**src/rtl/uart_rx_ctrl.sv**
```systemverilog
// UART receive sequencer: synchronises Rx, qualifies the start bit, samples each
// bit mid-period and drives rx_bit/shift/load_buffer into the RX buffer register.
module uart_rx_ctrl #(
  parameter int BAUD_DIV   = 27,
  parameter int OVERSAMPLE = 16
) (
  input  logic CLOCK,
  input  logic reset,
  input  logic Rx,
  input  logic clr_ferr,
  output logic rx_bit,
  output logic shift,
  output logic load_buffer,
  output logic busy,
  output logic framing_err
);

  localparam int TW = $clog2(BAUD_DIV);
  localparam int SW = $clog2(OVERSAMPLE);
  localparam logic [TW-1:0] T_LAST = TW'(BAUD_DIV - 1);
  localparam logic [TW-1:0] T_ONE  = TW'(1);
  localparam logic [SW-1:0] S_HALF = SW'(OVERSAMPLE / 2 - 1);
  localparam logic [SW-1:0] S_LAST = SW'(OVERSAMPLE - 1);
  localparam logic [SW-1:0] S_ONE  = SW'(1);

  typedef enum logic [2:0] {ST_IDLE, ST_START, ST_DATA, ST_STOP, ST_BREAK} state_t;

  state_t        state;
  logic          rx_meta;
  logic          rx_s;
  logic [TW-1:0] tcnt;
  logic [SW-1:0] scnt;
  logic [2:0]    bcnt;
  logic          shift_req;
  logic          load_req;
  logic          tick;

  // Two-flop synchroniser; idles high so a reset never looks like a start edge.
  // NOTE: sequential state uses non-blocking assignments so every flop samples pre-edge values.
  always_ff @(posedge CLOCK) begin
    if (reset) begin
      rx_meta <= 1'b1;
      rx_s    <= 1'b1;
    end else begin
      rx_meta <= Rx;
      rx_s    <= rx_meta;
    end
  end

  assign tick = (tcnt == T_LAST);

  always_ff @(posedge CLOCK) begin
    if (reset) begin
      state       <= ST_IDLE;
      tcnt        <= '0;
      scnt        <= '0;
      bcnt        <= '0;
      shift_req   <= 1'b0;
      load_req    <= 1'b0;
      rx_bit      <= 1'b1;
      shift       <= 1'b0;
      load_buffer <= 1'b0;
      busy        <= 1'b0;
      framing_err <= 1'b0;
    end else begin
      // Pulses are delayed one cycle so rx_bit is already stable when shift rises.
      shift       <= shift_req;
      load_buffer <= load_req;
      shift_req   <= 1'b0;
      load_req    <= 1'b0;

      if (state == ST_IDLE || tick) tcnt <= '0;
      else                          tcnt <= tcnt + T_ONE;

      if (tick) scnt <= scnt + S_ONE;

      // A new error assigned later in this block overrides the clear.
      if (clr_ferr) framing_err <= 1'b0;

      case (state)
        ST_IDLE: begin
          if (!rx_s) begin
            state <= ST_START;
            busy  <= 1'b1;
            scnt  <= '0;
          end
        end
        ST_START: begin
          if (tick && scnt == S_HALF) begin
            scnt <= '0;
            if (!rx_s) begin
              state <= ST_DATA;
              bcnt  <= '0;
            end else begin
              state <= ST_IDLE;
              busy  <= 1'b0;
            end
          end
        end
        ST_DATA: begin
          if (tick && scnt == S_LAST) begin
            scnt      <= '0;
            rx_bit    <= rx_s;
            shift_req <= 1'b1;
            bcnt      <= bcnt + 3'd1;
            if (bcnt == 3'd7) state <= ST_STOP;
          end
        end
        ST_STOP: begin
          if (tick && scnt == S_LAST) begin
            scnt <= '0;
            if (rx_s) begin
              load_req <= 1'b1;
              state    <= ST_IDLE;
              busy     <= 1'b0;
            end else begin
              framing_err <= 1'b1;
              state       <= ST_BREAK;
            end
          end
        end
        ST_BREAK: begin
          // Only a return to idle-high re-arms start detection.
          if (rx_s) begin
            state <= ST_IDLE;
            busy  <= 1'b0;
            scnt  <= '0;
          end
        end
        default: begin
          state <= ST_IDLE;
          busy  <= 1'b0;
        end
      endcase
    end
  end

endmodule

```
**config.mk**
```make
export PLATFORM = sky130hd
export DESIGN_NAME = uart_rx_ctrl
export DESIGN_NICKNAME = d
export VERILOG_FILES = /design/src/rtl/uart_rx_ctrl.sv
export SDC_FILE = /design/constraint.sdc
export NUM_CORES = 1
export LEC_CHECK = 0
export CAP_MARGIN = 20
export CORE_MARGIN = 4
export CORE_UTILIZATION = 49
export CTS_CLUSTER_SIZE = 30
export DETAILED_ROUTE_END_ITERATION = 10
export PLACE_DENSITY = 0.73
export SLEW_MARGIN = 30
export SYNTH_ARGS = -nofsm -noshare
export SYNTH_HDL_FRONTEND = slang
export SYNTH_SLANG_ARGS = --single-unit
```
**constraint.sdc**
```tcl
create_clock -name CLOCK -period 1.8 [get_ports CLOCK]
set_input_delay 0.18 -clock CLOCK [delete_from_list [all_inputs] [get_ports CLOCK]]
set_output_delay 0.18 -clock CLOCK [all_outputs]
set_load 0.01 [all_outputs]
```
==> qor.yml <==
status: "completed"
dr.pass1.iters: 4
num_io_pins: 9
grt_pass1_vias: 791
min_path_type: "in -> reg"
layout.nets: 136
p_leak_nw: 0.548
grtUsageMet3: 0.0327
synthFlopType: "dfxtp_1"
syn-num-nets: 122
clkSinkCount: 24
synth_edf_count: 0
dpl.hpwl_um: 1410
design.core.area_um2: 2020
finalCritPeriodShare: 0.956
ys_types: 33
syn_inst: 112
async_reset_ff_frac: 0
rows: 16
maxCapViolations: 0
hold_viol_final: 0
ys_warn_count: 0
ctsLongestPathBuffers: 2
rsz0062_at_grt: "yes"
yosysSeqAreaShare: 0.450
vdd_drop_max_mv: 0.525
grt_usage: 0.158
slowest_delay_ns: 0.52
worst_slew_pin_slew_ns: 0.412
worst-setup-path-type: "reg -> reg"
drt_wl_total_um: 2040
synth.largest_area_cell: "dfxtp_1"
drtIter0Drc: 18
power_density_nw_per_um2: 741
grt_max_degree: 17
crit_chain: "inv_2 > ha_4 > nand4b_4 > or4_4 > buf_6 > nor3_4 > mux2_4"
die_area_um2: 2990
antenna_found_initial: 0
cts.clk_slew.worst_paths_ns: 0.13
ctsHoldBuffers: 0
worstPathArrival_ns: 1.99
crit_slowest_cell: "or4_4"
max_slew_margin: 0.725
cts_tree: "built"
clock_skew_ns: 0.00153
htree_levels: 1
grt.busiest_layer: "met2"
start_kind: "flop"
dieWidth_um: 54.7
crit_path_start: "tcnt[0]$_SDFF_PP0_"
grt_remaining_overflow: 0
vias: 831
maxSlewViolCount: 0
clock_latency_ns: 0.31
reg2reg_to: "bcnt[0]$_SDFFE_PP0P_"
crit_end: "bcnt[0]$_SDFFE_PP0P_"
gp_congestion: 0.855
end_kind: "flop"
start_util: 0.528
crit-reg2reg-launch: "tcnt[0]$_SDFF_PP0_"
final_util: 0.647
synth_seq_cells: 24
avgViaCountPerCell: 5.47
areaGrowthSynthToFinish_pct: 22.6
setup_violations: 0
regToRegSetupSlack_ns: 0.08
reg2reg_depth: 7
drive_gt1_frac: 0.232
power_mw: 0.970
die_y_um: 54.7
layout_min_cycle_time_ns: 1.72
drc_errors: 0
root_buffer: "clkbuf_4"
grt_pass1_wl_um: 3390
fill_cells: 171
wire_per_inst_um: 13.4
globalRouteMet1Util: 0.204
synth.area.top_cells: "dfxtp_1, ha_1, nor2_1"
n_antenna_cell: 0
critPathRequiredTime_ns: 2.07
synth_top_area_share: 0.450
syn_area_um2: 1070
cts_setup_buffers: 0
cp_max_fo: 4
met2_usage: 0.252
final_antenna_net_count: 0
io_buffers: 8
max_freq_mhz: 581
syn_avg_cell_area_um2: 9.53
cts_buffers: 3
==> logic make-up after synthesis <==
group / Yosys count / synth area share
buf+inv: 11 / 0.0422
simple gates: 43 / 0.227
mux: 1 / 0.0106
flops: 24 / 0.450
compound gates: 19 / 0.134
fa+ha+maj: 6 / 0.0703
xor+xnor: 8 / 0.0657
==> where the power goes <==
| group | switching [mW] | total, mW | internal (mW) |
|---|---|---|---|
| Clock | 0.160 | 0.385 | 0.225 |
| Combinational | 0.0221 | 0.0444 | 0.0224 |
| Sequential | 0.00848 | 0.541 | 0.532 |
| Total | 0.191 | 0.970 | 0.780 |
==> registers in the layout (all words and copies together), names as in the netlist <==
register,cells
shift,1
busy,1
load_req,1
load_buffer,1
rx_s,1
state,3
rx_meta,1
shift_req,1
framing_err,1
bcnt,3
scnt,4
rx_bit,1
tcnt,5
==> layout by cell type, fill, tap and decap left out, types with 3 or more instances in the layout <==
cell	Yosys	final
dfxtp_4	0	3
xnor2_1	3	3
clkbuf_4	0	3
buf_4	0	8
nor2_1	14	14
nand4_1	3	3
ha_1	6	5
a21oi_1	4	4
nor3_1	5	5
xor2_1	5	5
nand2_1	9	9
dfxtp_1	24	19
clkdlybuf4s50_1	0	8
==> area by class of cell <==
type / count / area [µm²] / share of cell area
Multi-Input combinational cell: 77 / 566 / 0.432
Sequential cell: 24 / 494 / 0.378
Timing Repair Buffer: 17 / 151 / 0.116
Tap cell: 27 / 33.8 / 0.0258
Clock inverter: 1 / 30.0 / 0.0229
Clock buffer: 3 / 22.5 / 0.0172
Inverter: 3 / 11.3 / 0.00860
==> metrics by stage <==
stage	cell area [µm²]	setup slack, ns	hold WS [ns]	setup TNS (ns)	instances
final	1310	0.0784	0.419	0	152
after global routing	1310	-0.0152	0.409	-0.0183	152
after CTS	1270	0.00261	0.409	0	152
after detailed placement	1210	0.0261	0.398	0	148
after global placement	1210	0.0779	0.396	0	148
after floorplan	1070	0.00435	0.284	0	112
==> how the worst min path moves through the flow <==
stage | from | endpoint | cells after the start
after CTS | Rx | rx_meta$_SDFF_PP1_ | 2
after global placement | rx_meta$_SDFF_PP1_ | rx_s$_SDFF_PP1_ | 1
after detailed placement | rx_meta$_SDFF_PP1_ | rx_s$_SDFF_PP1_ | 1
after floorplan | clr_ferr | framing_err$_SDFF_PP0_ | 1
after global routing | Rx | rx_meta$_SDFF_PP1_ | 2
final | Rx | rx_meta$_SDFF_PP1_ | 2
==> Yosys cell counts, types with 2 or more instances <==
master	instances
nand4_1	3
a22o_1	2
a21o_1	2
a21oi_1	4
xnor2_1	3
nor2b_1	2
o32ai_1	2
buf_2	3
nor3_1	5
inv_1	3
nor2_1	14
a211o_1	2
xor2_1	5
nand3_1	2
or2_2	2
clkbuf_1	5
ha_1	6
dfxtp_1	24
nand2_1	9
==> critical path, delay by kind of cell (launching register included) <==
family                   cells  cell delay, ns
AND/OR/NAND/NOR              3            0.82
flip-flops                   1            0.35
buffers and inverters        2            0.20
multiplexers                 1            0.17
adder cells (fa/ha/maj)      1            0.13
==> routing by layer <==
metal	part of all wire	wire length [µm]
met3	0.032	66
met2	0.48	988
met1	0.48	976
met5	0	0
met4	0.0064	13
==> timing repair <==
item / CTS / global route
endpoints found under the hold margin: 0 / 0
pin swaps: 0 / 4
resized for setup: 1 / 13
endpoints found under the setup margin: 2 / 6
Note: power is estimated with default switching activity, not from simulation.
